<file path="src/rtl/decoder_nto2n_seq_pkg.sv">
// -----------------------------------------------------------------------------
// decoder_pkg
//   Shared types for the registered N-to-2**N decoder.
//   mode_e  : encoding of the 2-bit mode input
//   state_e : control FSM states (IDLE / DIRECT / SCAN)
// -----------------------------------------------------------------------------
package decoder_pkg;

  typedef enum logic [1:0] {
    MODE_ONEHOT = 2'b00,
    MODE_THERMO = 2'b01,
    MODE_SCAN   = 2'b10,
    MODE_RSVD   = 2'b11
  } mode_e;

  typedef enum logic [1:0] {
    IDLE   = 2'b00,
    DIRECT = 2'b01,
    SCAN   = 2'b10
  } state_e;

endpackage

</file>
<file path="src/rtl/decoder_nto2n_seq_core.sv">
// -----------------------------------------------------------------------------
// decoder_core
//   Purely combinational index decoder.
//   idx    : IN_W-bit index
//   thermo : 0 -> one-hot (bit idx only), 1 -> thermometer (bits 0..idx)
//   dec    : 2**IN_W-bit decoded vector
// -----------------------------------------------------------------------------
module decoder_core #(
  parameter int unsigned IN_W = 3
) (
  input  logic [IN_W-1:0]      idx,
  input  logic                 thermo,
  output logic [(2**IN_W)-1:0] dec
);

  localparam int unsigned OUT_W = 2**IN_W;

  logic [31:0] w_idx32;

  assign w_idx32 = 32'(idx);

  always_comb begin
    dec = '0;
    for (int unsigned k = 0; k < OUT_W; k++) begin
      if (thermo) begin
        dec[k] = (k <= w_idx32);
      end else begin
        dec[k] = (k == w_idx32);
      end
    end
  end

endmodule

</file>
<file path="src/rtl/decoder_nto2n_seq.sv">
// -----------------------------------------------------------------------------
// decoder_nto2n_seq
//   Registered N-to-2**N decoder with one-hot, thermometer and self-timed
//   scan modes. All outputs are registered (latency 1 from sampled inputs).
//   clk       : rising-edge clock
//   rst_n     : asynchronous active-low reset
//   en        : block enable, low forces outputs to zero
//   mode      : 00 one-hot, 01 thermometer, 10 scan, 11 reserved
//   in        : decode index (direct modes) / start index (scan entry)
//   dwell     : scan cycles per position minus one
//   out       : registered decode result
//   out_valid : out carries a valid decode
//   scan_wrap : one-cycle pulse when the scan index wraps OUT_W-1 -> 0
//   mode_err  : reserved mode requested while enabled
// -----------------------------------------------------------------------------
module decoder_nto2n_seq #(
  parameter int unsigned IN_W    = 3,
  parameter int unsigned OUT_W   = 2**IN_W,
  parameter int unsigned DWELL_W = 8
) (
  input  logic               clk,
  input  logic               rst_n,
  input  logic               en,
  input  logic [1:0]         mode,
  input  logic [IN_W-1:0]    in,
  input  logic [DWELL_W-1:0] dwell,
  output logic [OUT_W-1:0]   out,
  output logic               out_valid,
  output logic               scan_wrap,
  output logic               mode_err
);

  import decoder_pkg::*;

  state_e             r_state;
  state_e             w_state_nxt;
  logic [IN_W-1:0]    r_idx;
  logic [IN_W-1:0]    w_idx_nxt;
  logic [IN_W-1:0]    w_idx_inc;
  logic [IN_W-1:0]    w_dec_idx;
  logic [DWELL_W-1:0] r_cnt;
  logic [DWELL_W-1:0] w_cnt_nxt;
  logic [OUT_W-1:0]   r_out;
  logic [OUT_W-1:0]   w_out_nxt;
  logic [OUT_W-1:0]   w_dec;
  logic               r_valid;
  logic               w_valid_nxt;
  logic               r_wrap;
  logic               w_wrap_nxt;
  logic               r_err;
  logic               w_err_nxt;
  mode_e              w_mode;
  logic               w_thermo;
  logic               w_scan_hold;
  logic               w_scan_step;

  assign w_mode    = mode_e'(mode);
  assign w_thermo  = (w_mode == MODE_THERMO);
  assign w_idx_inc = r_idx + IN_W'(1);

  // Already scanning and asked to keep scanning: idx/cnt run on their own.
  // Any other way into SCAN is an entry that restarts from `in`.
  assign w_scan_hold = (r_state == SCAN) && en && (w_mode == MODE_SCAN);
  assign w_scan_step = w_scan_hold && (r_cnt == '0);

  // The decoder is fed the index the output will show after this edge, so
  // the registered output never lags the scan index.
  assign w_dec_idx = w_scan_hold ? (w_scan_step ? w_idx_inc : r_idx) : in;

  decoder_core #(
    .IN_W (IN_W)
  ) u_core (
    .idx    (w_dec_idx),
    .thermo (w_thermo),
    .dec    (w_dec)
  );

  // State register
  always_ff @(posedge clk or negedge rst_n) begin
    if (!rst_n) begin
      r_state <= IDLE;
    end else begin
      r_state <= w_state_nxt;
    end
  end

  // Next-state logic: the target depends only on en/mode, from any state
  always_comb begin
    w_state_nxt = IDLE;
    if (en) begin
      unique case (w_mode)
        MODE_ONEHOT, MODE_THERMO: w_state_nxt = DIRECT;
        MODE_SCAN:                w_state_nxt = SCAN;
        default:                  w_state_nxt = IDLE;
      endcase
    end
  end

  // Output / datapath next values
  always_comb begin
    w_idx_nxt   = r_idx;
    w_cnt_nxt   = r_cnt;
    w_out_nxt   = '0;
    w_valid_nxt = 1'b0;
    w_wrap_nxt  = 1'b0;
    w_err_nxt   = 1'b0;
    unique case (w_state_nxt)
      DIRECT: begin
        w_out_nxt   = w_dec;
        w_valid_nxt = 1'b1;
      end
      SCAN: begin
        w_out_nxt   = w_dec;
        w_valid_nxt = 1'b1;
        if (w_scan_hold) begin
          if (w_scan_step) begin
            w_idx_nxt  = w_idx_inc;
            w_cnt_nxt  = dwell;
            w_wrap_nxt = (w_idx_inc == '0);
          end else begin
            w_cnt_nxt = r_cnt - DWELL_W'(1);
          end
        end else begin
          w_idx_nxt = in;
          w_cnt_nxt = dwell;
        end
      end
      default: begin
        w_err_nxt = en && (w_mode == MODE_RSVD);
      end
    endcase
  end

  // Datapath / output registers
  always_ff @(posedge clk or negedge rst_n) begin
    if (!rst_n) begin
      r_idx   <= '0;
      r_cnt   <= '0;
      r_out   <= '0;
      r_valid <= 1'b0;
      r_wrap  <= 1'b0;
      r_err   <= 1'b0;
    end else begin
      r_idx   <= w_idx_nxt;
      r_cnt   <= w_cnt_nxt;
      r_out   <= w_out_nxt;
      r_valid <= w_valid_nxt;
      r_wrap  <= w_wrap_nxt;
      r_err   <= w_err_nxt;
    end
  end

  assign out       = r_out;
  assign out_valid = r_valid;
  assign scan_wrap = r_wrap;
  assign mode_err  = r_err;

endmodule
</file>
<file path="config.mk">
export PLATFORM = sky130hd
export DESIGN_NAME = decoder_nto2n_seq
export DESIGN_NICKNAME = d
export VERILOG_FILES = /design/src/rtl/decoder_nto2n_seq_pkg.sv /design/src/rtl/decoder_nto2n_seq_core.sv /design/src/rtl/decoder_nto2n_seq.sv
export SDC_FILE = /design/constraint.sdc
export NUM_CORES = 1
export LEC_CHECK = 0
export BUFFER_PORTS_ARGS = -buffer_cell sky130_fd_sc_hd__buf_2
export CORE_MARGIN = 3
export CORE_UTILIZATION = 35
export CTS_CLUSTER_DIAMETER = 150
export DETAILED_ROUTE_END_ITERATION = 10
export PLACE_DENSITY = 0.59
export SKIP_LAST_GASP = 1
export SYNTH_ARGS = -nofsm -noshare
export SYNTH_HDL_FRONTEND = slang
export SYNTH_HIERARCHICAL = 1
export SYNTH_SLANG_ARGS = --single-unit
</file>
<file path="constraint.sdc">
create_clock -name clk -period 2.3 [get_ports clk]
set_input_delay 0 -clock clk [delete_from_list [all_inputs] [get_ports clk]]
set_output_delay 0 -clock clk [all_outputs]
set_load 0.005 [all_outputs]
</file>
==> report_table.html, run 1 <==
<table>
<tr><th>Metric</th><th>Value</th></tr>
<tr><th colspan="2">Route</th></tr>
<tr><td>Highest metal layer with signal wires</td><td>met4</td></tr>
<tr><td>Total number of vias</td><td>1187</td></tr>
<tr><td>Number of nets with antenna violations after detailed routing</td><td>0</td></tr>
<tr><td>Met3 wirelength from detailed routing</td><td>144 µm</td></tr>
<tr><td>DRC</td><td>0</td></tr>
<tr><td>Routed wire length per instance</td><td>13.33 µm</td></tr>
<tr><td>Drt initial violations</td><td>44</td></tr>
<tr><td>Detailed-route wire length</td><td>3145 µm</td></tr>
<tr><td>Number of optimization iterations in the first detailed-route pass</td><td>4</td></tr>
<tr><td>Post-Route M1 WL</td><td>1498 µm</td></tr>
<tr><td>Average vias per placed instance</td><td>5.030</td></tr>
<tr><td>Routed wire length on met2</td><td>1477 µm</td></tr>
<tr><th colspan="2">Global route</th></tr>
<tr><td>Total grt overflow</td><td>0</td></tr>
<tr><td>Largest net degree at the start of global routing</td><td>25</td></tr>
<tr><td>Antenna violations before repair</td><td>0</td></tr>
<tr><td>Total Routing Usage GR</td><td>13.68%</td></tr>
<tr><td>Via count of the first global-routing pass</td><td>1175</td></tr>
<tr><td>Wire length of the first global-routing pass</td><td>5471 µm</td></tr>
<tr><th colspan="2">Synthesis</th></tr>
<tr><td>Flip-flop cell with the highest count after synthesis</td><td>sky130_fd_sc_hd__dfrtp_1</td></tr>
<tr><td>Distinct cells, synth</td><td>49</td></tr>
<tr><td>Sequential fraction of the synthesis area</td><td>42.67%</td></tr>
<tr><td>Summed instance area of the synthesized netlist</td><td>1408 µm²</td></tr>
<tr><td>Top cell types by occurrence after synthesis</td><td>sky130_fd_sc_hd__dfrtp_1, sky130_fd_sc_hd__inv_1, sky130_fd_sc_hd__nand2_1</td></tr>
<tr><td>Post-synthesis net count</td><td>165</td></tr>
<tr><td>Synthesized netlist cell count</td><td>145</td></tr>
<tr><td>Share of Yosys cell area claimed by the top area cell type</td><td>42.67%</td></tr>
<tr><td>Cell with the most instances after synthesis</td><td>sky130_fd_sc_hd__dfrtp_1</td></tr>
<tr><td>Share of async-settable or async-resettable flops after synthesis</td><td>100.0%</td></tr>
<tr><td>Top area cells in the synthesized netlist</td><td>sky130_fd_sc_hd__dfrtp_1, sky130_fd_sc_hd__nor2b_1, sky130_fd_sc_hd__ha_1, sky130_fd_sc_hd__inv_1, sky130_fd_sc_hd__nand2_1</td></tr>
<tr><td>Avg Synthesized Cell Area</td><td>9.708 µm²</td></tr>
<tr><td>Post-synth top area cell</td><td>sky130_fd_sc_hd__dfrtp_1</td></tr>
<tr><td>Post-synth EDFFs</td><td>0</td></tr>
<tr><td>Yosys warning total</td><td>6</td></tr>
<tr><td>Number of register bits inferred by synthesis</td><td>24</td></tr>
<tr><th colspan="2">Critical path</th></tr>
<tr><td>Crit path kind</td><td>flip-flop to flip-flop</td></tr>
<tr><td>Kind of launch point of the worst setup path</td><td>flip-flop</td></tr>
<tr><td>Largest fanout of any net on the critical path</td><td>7</td></tr>
<tr><td>Most prevalent standard cell on the critical path</td><td>sky130_fd_sc_hd__buf_4</td></tr>
<tr><td>Largest stage delay, worst path</td><td>0.39 ns</td></tr>
<tr><td>Critical Path End Type</td><td>flip-flop</td></tr>
<tr><td>Slowest library cell on the worst path</td><td>sky130_fd_sc_hd__dfrtp_1</td></tr>
<tr><td>Critical Path RT</td><td>2.45 ns</td></tr>
<tr><td>Gate family responsible for the most delay along the worst path</td><td>simple AND/OR/NAND/NOR gates</td></tr>
<tr><td>Worst Path Arrival</td><td>2.34 ns</td></tr>
<tr><td>Number of buffers and inverters on the critical path</td><td>3</td></tr>
<tr><td>Critical-path cell list</td><td>inv_1 &gt; ha_2 &gt; nor4b_4 &gt; buf_4 &gt; nand3_2 &gt; xnor2_1 &gt; o21ai_0 &gt; buf_4 &gt; nor2_4 &gt; mux2_4 &gt; nor2b_1</td></tr>
<tr><th colspan="2">Die</th></tr>
<tr><td>Die area</td><td>4818 µm²</td></tr>
<tr><td>Die outline width</td><td>69.42 µm</td></tr>
<tr><td>Top-Level Pins</td><td>27</td></tr>
<tr><td>Std cell rows</td><td>22</td></tr>
<tr><td>Effective utilization at floorplan</td><td>37.33%</td></tr>
<tr><td>Standard cell core area</td><td>3771 µm²</td></tr>
<tr><td>Y dimension of the die</td><td>69.42 µm</td></tr>
<tr><th colspan="2">STA</th></tr>
<tr><td>Total negative slack</td><td>0 ns</td></tr>
<tr><td>Crit path setup slack, layout</td><td>0.1100 ns</td></tr>
<tr><td>Count of final max-slew check failures</td><td>0</td></tr>
<tr><td>Final Setup Violations</td><td>0</td></tr>
<tr><td>Endpoints failing hold</td><td>0</td></tr>
<tr><td>Crit share post-route</td><td>95.22%</td></tr>
<tr><td>Fin Clk Skew</td><td>0.003054 ns</td></tr>
<tr><td>Pin slew with the least headroom to its limit</td><td>0.5391 ns</td></tr>
<tr><td>Maximum frequency from static timing analysis</td><td>0.4566 GHz</td></tr>
<tr><td>Final Critical Period</td><td>2.190 ns</td></tr>
<tr><td>Slew headroom</td><td>64.06%</td></tr>
<tr><th colspan="2">Clocking</th></tr>
<tr><td>Total number of H-tree levels</td><td>1</td></tr>
<tr><td>Number of sinks driven by the clock tree</td><td>24</td></tr>
<tr><td>Insertion delay to the later sink of the worst-skew pair</td><td>0.27 ns</td></tr>
<tr><td>Register clock-pin slew on the reported worst setup and hold paths</td><td>0.09 ns</td></tr>
<tr><td>CTS Buf Count</td><td>3</td></tr>
<tr><td>CTS tree</td><td>done</td></tr>
<tr><td>Root cell of the clock tree</td><td>sky130_fd_sc_hd__clkbuf_8</td></tr>
<tr><td>Longest Clk Path Bufs</td><td>2</td></tr>
<tr><th colspan="2">Layout</th></tr>
<tr><td>Area Overhead vs Synth</td><td>28.80%</td></tr>
<tr><td>Ant diodes</td><td>0</td></tr>
<tr><td>Proportion of layout cells with a drive suffix above 1</td><td>32.45%</td></tr>
<tr><td>Total number of nets in the final design</td><td>209</td></tr>
<tr><th colspan="2">Placed design</th></tr>
<tr><td>Port-buffer cells</td><td>26</td></tr>
<tr><td>Gp weighted congestion</td><td>0.8242</td></tr>
<tr><td>Post-DP HPWL</td><td>2279 µm</td></tr>
<tr><td>Pre-CTS worst setup slack</td><td>0.02713 ns</td></tr>
<tr><th colspan="2">Run</th></tr>
<tr><td>Number of max-capacitance violations reported</td><td>0</td></tr>
<tr><th colspan="2">Power</th></tr>
<tr><td>Static leakage power</td><td>0.8301 nW</td></tr>
<tr><td>Worst-case vdd ir drop</td><td>369.5 µV</td></tr>
<tr><td>Power Density</td><td>650.1 nW/µm²</td></tr>
<tr><th colspan="2">Worst hold path</th></tr>
<tr><td>Hold Path Class</td><td>input port to flip-flop</td></tr>
<tr><th colspan="2">Status</th></tr>
<tr><td>Run status</td><td>complete, no violations</td></tr>
</table>
## logic make-up after synthesis
family                   count (synthesis)  synth area share [%]
XOR/XNOR                                 3                 1.867
AND/OR/NAND/NOR                         60                 25.87
buffers and inverters                   19                 6.488
adder cells (fa/ha/maj)                  4                 3.556
flip-flops                              24                 42.67
multiplexers                             2                 1.777
AO/OA/AOI/OAI                           33                 17.78
## placed cells by master, fill, tap and decap left out, drive strengths merged, types with 2 or more instances in the layout
master	n
buf	39
dfrtp	24
inv	12
nand2	11
nor2b	10
dlygate4sd3	7
and2	6
nor2	6
a211oi	6
or3	6
o21ai	5
a21oi	5
a221o	5
or4	5
nor3	4
ha	4
xnor2	3
nor4	3
o31ai	3
clkbuf	3
nand2b	2
nand3	2
## per-layer routing
| layer | global-route usage [%] | vias to the layer above |
|---|---|---|
| li1 | - | 609 |
| met1 | 18.12 | 551 |
| met2 | 21.93 | 25 |
| met3 | 3.768 | 2 |
| met4 | 3.688 | 0 |
| met5 | 0 | - |
## worst paths after layout
kind                       startpoint         end  slack (ns)  cells past startpoint
max                          r_cnt[0]      out[1]        0.11                     11
min                           mode[1]  r_state[0]        0.06                      3
max reg2reg                  r_cnt[0]      out[1]        0.11                     11
min reg2reg                  r_cnt[1]    r_cnt[1]        0.56                      2
max in group asynchronous       rst_n    r_cnt[0]        1.70                      2
min in group asynchronous       rst_n      out[6]        0.24                      2
## metrics by stage
stage | std cells | instance area (µm²) | hold WS, ns | utilization (%) | total power (W)
floorplan | 145 | 1408 | -0.2956 | - | 0.0006905
global placement | 223 | 1634 | 0.009733 | 43.33 | 0.0007691
detailed placement | 223 | 1634 | 0.01843 | 43.33 | 0.0007820
CTS | 234 | 1775 | 0.05636 | 47.08 | 0.001167
global route | 236 | 1813 | 0.06609 | 48.08 | 0.001247
finish | 236 | 1813 | 0.05752 | 48.08 | 0.001179
## report_power, final
group	switching [W]	internal (W)	leakage, nW
Sequential	0.0000568	0.000470	0.308
Combinational	0.000134	0.000146	0.486
Clock	0.000140	0.000233	0.0357
## registers in the layout (all words and copies together), names as in the netlist
register   cells
r_state        2
r_cnt          8
mode_err       1
r_idx          3
out_valid      1
scan_wrap      1
out            8
## what timing repair did
action / CTS / global route
resized for setup: 0 / 5
hold buffers: 7 / 0
setup buffers: 0 / 2
setup endpoints to repair: 0 / 4
hold endpoints to repair: 29 / 0
## cell type report
cell class	instances	area [µm²]
repair buffers	46	297.8
multi-input cells	102	738.2
well taps	48	60.06
clock buffers	3	41.29
flip-flops and latches	24	600.6
fillers	371	1958
inverters	12	45.04
clock inverters	1	30.03
## tightest hold or removal path, cell delays in order
cell	delay, ns
sky130_fd_sc_hd__buf_2	0.10
sky130_fd_sc_hd__nand2b_1	0.14
sky130_fd_sc_hd__inv_1	0.05
Note: power is estimated with default switching activity, not from simulation.
==> inputs of run 2 (changes only) <==
ABC_AREA = 1   (was default)
REMOVE_ABC_BUFFERS = 1   (was default)
==> report_table.html, run 2 <==
<table>
<tr><th>Metric</th><th>Value</th></tr>
<tr><th colspan="2">Clocking</th></tr>
<tr><td>Number of sinks driven by the clock tree</td><td>24 (unchanged)</td></tr>
<tr><td>Register clock-pin slew on the reported worst setup and hold paths</td><td>0.09 ns (about the same)</td></tr>
<tr><td>Total number of H-tree levels</td><td>1 (unchanged)</td></tr>
<tr><td>Number of gates resized after CTS</td><td>0 (unchanged)</td></tr>
<tr><td>CTS tree</td><td>done</td></tr>
<tr><td>Root cell of the clock tree</td><td>sky130_fd_sc_hd__clkbuf_8</td></tr>
<tr><td>Longest Clk Path Bufs</td><td>2 (unchanged)</td></tr>
<tr><td>Insertion delay to the later sink of the worst-skew pair</td><td>0.27 ns (about the same)</td></tr>
<tr><td>CTS Buf Count</td><td>3 (unchanged)</td></tr>
<tr><th colspan="2">Die</th></tr>
<tr><td>Die area</td><td>4799 µm² (-0.40%)</td></tr>
<tr><td>Die outline width</td><td>69.28 µm (-0.20%)</td></tr>
<tr><td>Std cell rows</td><td>22 (unchanged)</td></tr>
<tr><td>Effective utilization at floorplan</td><td>37.16% (-0.17 points)</td></tr>
<tr><td>Top-Level Pins</td><td>27 (unchanged)</td></tr>
<tr><td>Y dimension of the die</td><td>69.28 µm (-0.20%)</td></tr>
<tr><td>Standard cell core area</td><td>3771 µm² (unchanged)</td></tr>
<tr><th colspan="2">Critical path</th></tr>
<tr><td>Endpoint of the worst-slack reg-to-reg timing path</td><td>out[1]</td></tr>
<tr><td>Slowest library cell on the worst path</td><td>sky130_fd_sc_hd__dfrtp_1</td></tr>
<tr><td>Critical Path End Type</td><td>flip-flop</td></tr>
<tr><td>Number of cells traversed by the worst register-to-register path</td><td>12 (+1)</td></tr>
<tr><td>Reg-to-reg slack, setup</td><td>0.43 ns (+0.32 ns)</td></tr>
<tr><td>Kind of launch point of the worst setup path</td><td>flip-flop</td></tr>
<tr><td>Critical Path RT</td><td>2.51 ns (+0.06 ns)</td></tr>
<tr><td>Startpoint of the lowest-slack register-to-register path</td><td>r_cnt[0]</td></tr>
<tr><td>Critical-path cell list</td><td>inv_1 &gt; ha_1 &gt; nand2_1 &gt; inv_1 &gt; nand2_1 &gt; nand3_1 &gt; nand3_1 &gt; nor2_2 &gt; nand2_1 &gt; nand2_1 &gt; inv_1 &gt; nor2_1</td></tr>
<tr><td>Largest fanout of any net on the critical path</td><td>7 (unchanged)</td></tr>
<tr><td>Largest stage delay, worst path</td><td>0.39 ns (about the same)</td></tr>
<tr><td>Worst Path Arrival</td><td>2.07 ns (-0.27 ns)</td></tr>
<tr><td>Most prevalent standard cell on the critical path</td><td>sky130_fd_sc_hd__nand2_1</td></tr>
<tr><td>Crit path kind</td><td>flip-flop to flip-flop</td></tr>
<tr><th colspan="2">Route</th></tr>
<tr><td>Detailed-route wire length</td><td>2899 µm (-7.8%)</td></tr>
<tr><td>DRC</td><td>0 (unchanged)</td></tr>
<tr><td>Routed wire length per instance</td><td>10.28 µm (-23%)</td></tr>
<tr><td>Total number of vias</td><td>1194 (+0.59%)</td></tr>
<tr><td>Number of optimization iterations in the first detailed-route pass</td><td>4 (unchanged)</td></tr>
<tr><td>Average vias per placed instance</td><td>4.234 (-16%)</td></tr>
<tr><td>Number of nets with antenna violations after detailed routing</td><td>0 (unchanged)</td></tr>
<tr><td>Drt initial violations</td><td>50 (+14%)</td></tr>
<tr><th colspan="2">Global route</th></tr>
<tr><td>Antenna violations before repair</td><td>0 (unchanged)</td></tr>
<tr><td>GR Util met3</td><td>2.319% (-1.4 points)</td></tr>
<tr><td>Wire length of the first global-routing pass</td><td>5437 µm (-0.62%)</td></tr>
<tr><td>GR Util met1</td><td>18.57% (+0.45 points)</td></tr>
<tr><td>Routing layer with the top usage in global route</td><td>met2</td></tr>
<tr><td>Met2 Track Usage GR</td><td>21.61% (-0.32 points)</td></tr>
<tr><td>Via count of the first global-routing pass</td><td>1213 (+3.2%)</td></tr>
<tr><td>Largest net degree at the start of global routing</td><td>25 (unchanged)</td></tr>
<tr><td>Total Routing Usage GR</td><td>13.56% (-0.12 points)</td></tr>
<tr><td>Total grt overflow</td><td>0 (unchanged)</td></tr>
<tr><th colspan="2">Layout</th></tr>
<tr><td>Area Overhead vs Synth</td><td>21.96%</td></tr>
<tr><td>Ant diodes</td><td>0 (unchanged)</td></tr>
<tr><td>Leading cell types in the layout, fill and taps excluded</td><td>sky130_fd_sc_hd__nand2_1, sky130_fd_sc_hd__inv_1, sky130_fd_sc_hd__buf_2</td></tr>
<tr><td>Total number of nets in the final design</td><td>255 (+22%)</td></tr>
<tr><td>Utilization after layout</td><td>45.32% (-2.8 points)</td></tr>
<tr><td>Leading cell type in the layout, fill and taps excluded</td><td>sky130_fd_sc_hd__nand2_1</td></tr>
<tr><td>Proportion of layout cells with a drive suffix above 1</td><td>16.67% (-16 points)</td></tr>
<tr><th colspan="2">Power</th></tr>
<tr><td>Worst-case vdd ir drop</td><td>268.4 µV (-27%)</td></tr>
<tr><td>Power Density</td><td>664.4 nW/µm² (+2.2%)</td></tr>
<tr><td>Static leakage power</td><td>1.026 nW (+24%)</td></tr>
<tr><td>Total chip power</td><td>0.001136 W (-3.7%)</td></tr>
<tr><th colspan="2">STA</th></tr>
<tr><td>Slew headroom</td><td>64.02% (about the same)</td></tr>
<tr><td>Total negative slack</td><td>0 ns (unchanged)</td></tr>
<tr><td>Maximum frequency from static timing analysis</td><td>0.5354 GHz (+17%)</td></tr>
<tr><td>Final Setup Violations</td><td>0 (unchanged)</td></tr>
<tr><td>Unrepaired setup endpoints after global routing</td><td>false</td></tr>
<tr><td>Endpoints failing hold</td><td>0 (unchanged)</td></tr>
<tr><td>Count of final max-slew check failures</td><td>0 (unchanged)</td></tr>
<tr><td>Pin slew with the least headroom to its limit</td><td>0.5398 ns (+0.0007008 ns)</td></tr>
<tr><td>Crit share post-route</td><td>81.20% (-14 points)</td></tr>
<tr><td>Final Critical Period</td><td>1.868 ns (-0.3224 ns)</td></tr>
<tr><td>Fin Clk Skew</td><td>0.007630 ns (+0.004577 ns)</td></tr>
<tr><th colspan="2">Synthesis</th></tr>
<tr><td>Top area cells in the synthesized netlist</td><td>sky130_fd_sc_hd__dfrtp_1, sky130_fd_sc_hd__nand2_1, sky130_fd_sc_hd__inv_1, sky130_fd_sc_hd__nand3_1, sky130_fd_sc_hd__nor2_1</td></tr>
<tr><td>Yosys warning total</td><td>6 (unchanged)</td></tr>
<tr><td>Post-synth top area cell</td><td>sky130_fd_sc_hd__dfrtp_1</td></tr>
<tr><td>Flip-flop cell with the highest count after synthesis</td><td>sky130_fd_sc_hd__dfrtp_1</td></tr>
<tr><td>Sequential fraction of the synthesis area</td><td>42.86% (+0.19 points)</td></tr>
<tr><td>Cell with the most instances after synthesis</td><td>sky130_fd_sc_hd__nand2_1</td></tr>
<tr><td>Share of Yosys cell area claimed by the top area cell type</td><td>42.86% (+0.19 points)</td></tr>
<tr><td>Share of async-settable or async-resettable flops after synthesis</td><td>100.0% (unchanged)</td></tr>
<tr><td>Summed instance area of the synthesized netlist</td><td>1401 µm² (-0.44%)</td></tr>
<tr><td>Post-synth EDFFs</td><td>0 (unchanged)</td></tr>
<tr><td>Avg Synthesized Cell Area</td><td>7.007 µm² (-28%)</td></tr>
<tr><td>Number of register bits inferred by synthesis</td><td>24 (unchanged)</td></tr>
<tr><td>Distinct cells, synth</td><td>21 (-57%)</td></tr>
<tr><td>Top cell types by occurrence after synthesis</td><td>sky130_fd_sc_hd__nand2_1, sky130_fd_sc_hd__inv_1, sky130_fd_sc_hd__dfrtp_1</td></tr>
<tr><td>Synthesized netlist cell count</td><td>200 (+38%)</td></tr>
<tr><th colspan="2">Status</th></tr>
<tr><td>Run status</td><td>complete, no violations</td></tr>
<tr><th colspan="2">Placed design</th></tr>
<tr><td>Gp weighted congestion</td><td>0.8660 (+5.1%)</td></tr>
<tr><td>Port-buffer cells</td><td>26 (unchanged)</td></tr>
<tr><td>Post-DP HPWL</td><td>2081 µm (-8.7%)</td></tr>
<tr><th colspan="2">Worst hold path</th></tr>
<tr><td>Hold Path Sink</td><td>r_cnt[2]</td></tr>
<tr><td>Cell depth of the worst min-delay path</td><td>5 (+2)</td></tr>
<tr><td>Hold Path Class</td><td>input port to flip-flop</td></tr>
<tr><td>Hold_sp</td><td>dwell[2]</td></tr>
<tr><th colspan="2">Run</th></tr>
<tr><td>Number of max-capacitance violations reported</td><td>0 (unchanged)</td></tr>
</table>
run 2: cells by family after synthesis:
family,Yosys count,share of synthesized area (%)
DFF,24,42.86
and+or+nand+nor,120,37.05
adders and majority gates,4,3.572
buffers and inverters,43,11.96
AOI/OAI and AO/OA,7,3.303
xor gates and xnor gates,2,1.250
run 2: worst max path at each step:
stage | to | cells past startpoint | slack (ns) | from
detailed placement | out[1] | 12 | 0.48 | r_cnt[0]
global placement | out[2] | 11 | 0.48 | r_cnt[0]
floorplan | out[1] | 12 | 0.69 | r_cnt[0]
global route | out[6] | 10 | 0.1 | r_cnt[0]
finish | out[1] | 12 | 0.43 | r_cnt[0]
CTS | mode_err | 8 | 0.42 | mode[1]
run 2: routing by layer:
metal / vias up / share of wire, %
li1: 665 / -
met1: 514 / 51
met2: 13 / 45
met3: 2 / 3.1
met4: 0 / 0.93
met5: - / 0
run 2: final cells by class:
cell class	instances	area [µm²]
Sequential cell	24	600.6
Tap cell	48	60.06
Fill cell	382	2062
Clock buffer	3	41.29
Clock inverter	1	30.03
Multi-Input combinational cell	133	633.1
Inverter	41	156.4
Timing Repair Buffer	32	187.7
run 2: power by group:
group	internal, W	leakage [nW]	switching [W]
registers	0.000467	0.313	0.0000465
logic	0.0000950	0.677	0.000151
clock network	0.000233	0.0357	0.000143
total	0.000795	1.03	0.000341
run 2: critical path: cells and delay by family (launching register included):
kind,cells,cell delay (ns)
adders and majority gates,1,0.23
buffers and inverters,3,0.22
DFF,1,0.39
and+or+nand+nor,8,0.95
run 2: stage by stage:
stage	hold slack (ns)	cell area [µm²]	setup WS [ns]	std cells
final	0.03069	1709	0.4323	282
after global routing	0.04574	1709	0.09989	282
after CTS	0.02437	1709	0.4166	282
after detailed placement	0.02737	1588	0.4811	273
after global placement	0.01282	1588	0.4838	273
after floorplan	-0.2956	1390	0.6859	198
run 2: repair_timing:
item                      4_1_cts  5_1_grt
buffers inserted                0        0
hold endpoints to repair       26        0
hold buffers                    5        0
==> inputs of run 3 (changes only) <==
clock period = 1.7 ns   (was 2.3 ns; I/O delays follow)
==> report_table.html, run 3 (synthesized netlist as in run 2, its figures left out) <==
<table>
<tr><th>Metric</th><th>Value</th></tr>
<tr><th colspan="2">Layout</th></tr>
<tr><td>Total of fill cells in the finished design</td><td>351 (-8.1%)</td></tr>
<tr><td>Leading cell types in the layout, fill and taps excluded</td><td>sky130_fd_sc_hd__nand2_1, sky130_fd_sc_hd__inv_1, sky130_fd_sc_hd__buf_2</td></tr>
<tr><td>Utilization after layout</td><td>51.09% (+5.8 points)</td></tr>
<tr><td>Ant diodes</td><td>0 (unchanged)</td></tr>
<tr><td>Leading cell type in the layout, fill and taps excluded</td><td>sky130_fd_sc_hd__nand2_1</td></tr>
<tr><td>Area Overhead vs Synth</td><td>37.50%</td></tr>
<tr><td>Proportion of layout cells with a drive suffix above 1</td><td>30.36% (+14 points)</td></tr>
<tr><td>Post-Layout Inst Area</td><td>1927 µm² (+13%)</td></tr>
<tr><td>Total number of nets in the final design</td><td>268 (+5.1%)</td></tr>
<tr><td>Number of standard cells in the final layout excluding fillers</td><td>295 (+4.6%)</td></tr>
<tr><th colspan="2">STA</th></tr>
<tr><td>Final Critical Period</td><td>1.583 ns (-0.2848 ns)</td></tr>
<tr><td>Count of final max-slew check failures</td><td>0 (unchanged)</td></tr>
<tr><td>Pin slew with the least headroom to its limit</td><td>0.5352 ns (-0.004532 ns)</td></tr>
<tr><td>Final Setup Violations</td><td>0 (unchanged)</td></tr>
<tr><td>Crit share post-route</td><td>93.11% (+12 points)</td></tr>
<tr><td>Maximum frequency from static timing analysis</td><td>0.6318 GHz (+18%)</td></tr>
<tr><td>Slew headroom</td><td>64.32% (+0.30 points)</td></tr>
<tr><td>Fin Clk Skew</td><td>0.005291 ns (-0.002339 ns)</td></tr>
<tr><td>Endpoints failing hold</td><td>0 (unchanged)</td></tr>
<tr><th colspan="2">Power</th></tr>
<tr><td>Static leakage power</td><td>1.112 nW (+8.4%)</td></tr>
<tr><td>Worst-case vdd ir drop</td><td>369.2 µV (+38%)</td></tr>
<tr><td>Power Density</td><td>866.9 nW/µm² (+30%)</td></tr>
<tr><th colspan="2">Clocking</th></tr>
<tr><td>Root cell of the clock tree</td><td>sky130_fd_sc_hd__clkbuf_8</td></tr>
<tr><td>CTS Buf Count</td><td>3 (unchanged)</td></tr>
<tr><td>CTS tree</td><td>done</td></tr>
<tr><td>Longest Clk Path Bufs</td><td>2 (unchanged)</td></tr>
<tr><td>Total number of H-tree levels</td><td>1 (unchanged)</td></tr>
<tr><td>Number of sinks driven by the clock tree</td><td>24 (unchanged)</td></tr>
<tr><td>Insertion delay to the later sink of the worst-skew pair</td><td>0.27 ns (about the same)</td></tr>
<tr><td>Register clock-pin slew on the reported worst setup and hold paths</td><td>0.09 ns (about the same)</td></tr>
<tr><th colspan="2">Placed design</th></tr>
<tr><td>Port-buffer cells</td><td>26 (unchanged)</td></tr>
<tr><td>Instance area at placement</td><td>1625 µm² (+2.4%)</td></tr>
<tr><td># placed instances</td><td>278 (+1.8%)</td></tr>
<tr><td>Post-DP HPWL</td><td>2081 µm (about the same)</td></tr>
<tr><td>Gp weighted congestion</td><td>0.8644 (-0.18%)</td></tr>
<tr><th colspan="2">Critical path</th></tr>
<tr><td>Worst Path Arrival</td><td>1.78 ns (-0.29 ns)</td></tr>
<tr><td>Largest fanout of any net on the critical path</td><td>7 (unchanged)</td></tr>
<tr><td>CP Capture Point</td><td>out[7]</td></tr>
<tr><td>Number of cells traversed by the worst register-to-register path</td><td>10 (-2)</td></tr>
<tr><td>Number of buffers and inverters on the critical path</td><td>2 (-1)</td></tr>
<tr><td>Number of gates on the worst path with buffers counted</td><td>10 (-2)</td></tr>
<tr><td>Critical-path cell list</td><td>inv_1 &gt; ha_4 &gt; nand2_2 &gt; nor2_2 &gt; nand3_1 &gt; nand3_4 &gt; nand2_1 &gt; nor2_1 &gt; inv_1 &gt; nor2_1</td></tr>
<tr><td>Critical Path End Type</td><td>flip-flop</td></tr>
<tr><td>Kind of launch point of the worst setup path</td><td>flip-flop</td></tr>
<tr><td>Startpoint of the lowest-slack register-to-register path</td><td>r_cnt[1]</td></tr>
<tr><td>Critical Path RT</td><td>1.90 ns (-0.61 ns)</td></tr>
<tr><td>Slowest library cell on the worst path</td><td>sky130_fd_sc_hd__dfrtp_1</td></tr>
<tr><td>Gate family responsible for the most delay along the worst path</td><td>simple AND/OR/NAND/NOR gates</td></tr>
<tr><td>Source of the critical timing path</td><td>r_cnt[1]</td></tr>
<tr><td>Endpoint of the worst-slack reg-to-reg timing path</td><td>out[7]</td></tr>
<tr><td>Largest stage delay, worst path</td><td>0.40 ns (about the same)</td></tr>
<tr><td>Reg-to-reg slack, setup</td><td>0.12 ns (-0.32 ns)</td></tr>
<tr><td>Crit path kind</td><td>flip-flop to flip-flop</td></tr>
<tr><th colspan="2">Route</th></tr>
<tr><td>Number of optimization iterations in the first detailed-route pass</td><td>4 (unchanged)</td></tr>
<tr><td>Number of nets with antenna violations after detailed routing</td><td>0 (unchanged)</td></tr>
<tr><td>Average vias per placed instance</td><td>4.363 (+3.0%)</td></tr>
<tr><td>DRC</td><td>0 (unchanged)</td></tr>
<tr><td>Detailed-route wire length</td><td>3152 µm (+8.7%)</td></tr>
<tr><td>Drt initial violations</td><td>56 (+12%)</td></tr>
<tr><td>Routed wire length per instance</td><td>10.68 µm (+3.9%)</td></tr>
<tr><td>Total number of vias</td><td>1287 (+7.8%)</td></tr>
<tr><th colspan="2">Global route</th></tr>
<tr><td>Total Routing Usage GR</td><td>13.53% (-0.030 points)</td></tr>
<tr><td>Routing layer with the top usage in global route</td><td>met1</td></tr>
<tr><td>Met2 Track Usage GR</td><td>19.60% (-2.0 points)</td></tr>
<tr><td>Wire length of the first global-routing pass</td><td>5437 µm (unchanged)</td></tr>
<tr><td>GR Util met1</td><td>20.29% (+1.7 points)</td></tr>
<tr><td>Total grt overflow</td><td>0 (unchanged)</td></tr>
<tr><td>GR Util met3</td><td>1.739% (-0.58 points)</td></tr>
<tr><td>Antenna violations before repair</td><td>0 (unchanged)</td></tr>
<tr><td>Largest net degree at the start of global routing</td><td>25 (unchanged)</td></tr>
<tr><td>Via count of the first global-routing pass</td><td>1205 (-0.66%)</td></tr>
<tr><th colspan="2">Die</th></tr>
<tr><td>Std cell rows</td><td>22 (unchanged)</td></tr>
<tr><td>Top-Level Pins</td><td>27 (unchanged)</td></tr>
<tr><td>Die outline width</td><td>69.28 µm (unchanged)</td></tr>
<tr><td>Standard cell core area</td><td>3771 µm² (unchanged)</td></tr>
<tr><td>Die area</td><td>4799 µm² (unchanged)</td></tr>
<tr><td>Effective utilization at floorplan</td><td>37.16% (unchanged)</td></tr>
<tr><td>Y dimension of the die</td><td>69.28 µm (unchanged)</td></tr>
<tr><th colspan="2">Worst hold path</th></tr>
<tr><td>Hold Path Class</td><td>input port to flip-flop</td></tr>
<tr><th colspan="2">Run</th></tr>
<tr><td>Number of max-capacitance violations reported</td><td>0 (unchanged)</td></tr>
<tr><th colspan="2">Status</th></tr>
<tr><td>Run status</td><td>complete, no violations</td></tr>
</table>
[run 3: worst min path at each step]
stage               startpoint        end  slack (ns)  cells past startpoint
floorplan                rst_n   mode_err       -0.30                      0
global placement         rst_n  out_valid        0.01                      1
detailed placement       rst_n  out_valid        0.03                      1
CTS                   dwell[5]   r_cnt[5]        0.03                      5
global route          dwell[1]   r_cnt[1]        0.05                      5
finish                dwell[1]   r_cnt[1]        0.03                      5
[run 3: area by class of cell]
cell class              count  area (µm²)  area share (%)
flip-flops and latches     24       605.6           31.43
repair buffers             45       285.3           14.81
well taps                  48       60.06           3.117
inverters                  41       156.4           8.117
clock inverters             1       30.03           1.558
clock buffers               3       41.29           2.143
multi-input cells         133       748.2           38.83
[run 3: per-layer routing]
metal | vias to the layer above | part of all wire (%)
li1 | 691 | -
met5 | - | 0
met3 | 5 | 4.0
met2 | 26 | 47
met4 | 0 | 1.6
met1 | 565 | 48
[run 3: timing repair]
action	4_1_cts	5_1_grt
buffers inserted	0	8
setup endpoints to repair	2	16
hold buffers	5	0
gates resized for setup	1	31
pin swaps	0	14
hold endpoints to repair	26	0
[run 3: power breakdown]
part	leakage, nW	switching (W)	total, W	internal [W]
combinational	0.768	0.000260	0.000468	0.000208
clock	0.0357	0.000188	0.000503	0.000315
sequential	0.309	0.0000646	0.000700	0.000635
[run 3: worst register-to-register path, delay by kind of cell, from the launching register on]
| kind | cells | cell delay [ns] |
|---|---|---|
| AND/OR/NAND/NOR | 7 | 0.82 |
| flip-flops | 1 | 0.40 |
| adder cells (fa/ha/maj) | 1 | 0.14 |
| buffers and inverters | 2 | 0.14 |
[run 3: through the flow]
| stage | TNS [ns] | power [W] | setup slack (ns) | hold slack (ns) |
|---|---|---|---|---|
| 6_report | 0 | 0.001670 | 0.1171 | 0.02549 |
| 5_1_grt | -0.2989 | 0.001794 | -0.07204 | 0.04732 |
| 4_1_cts | 0 | 0.001574 | 0.01639 | 0.02982 |
| 3_5_place_dp | 0 | 0.001052 | 0.02431 | 0.02541 |
| 3_3_place_gp | 0 | 0.001050 | 0.01847 | 0.01308 |
| 2_1_floorplan | 0 | 0.0009316 | 0.08592 | -0.2956 |
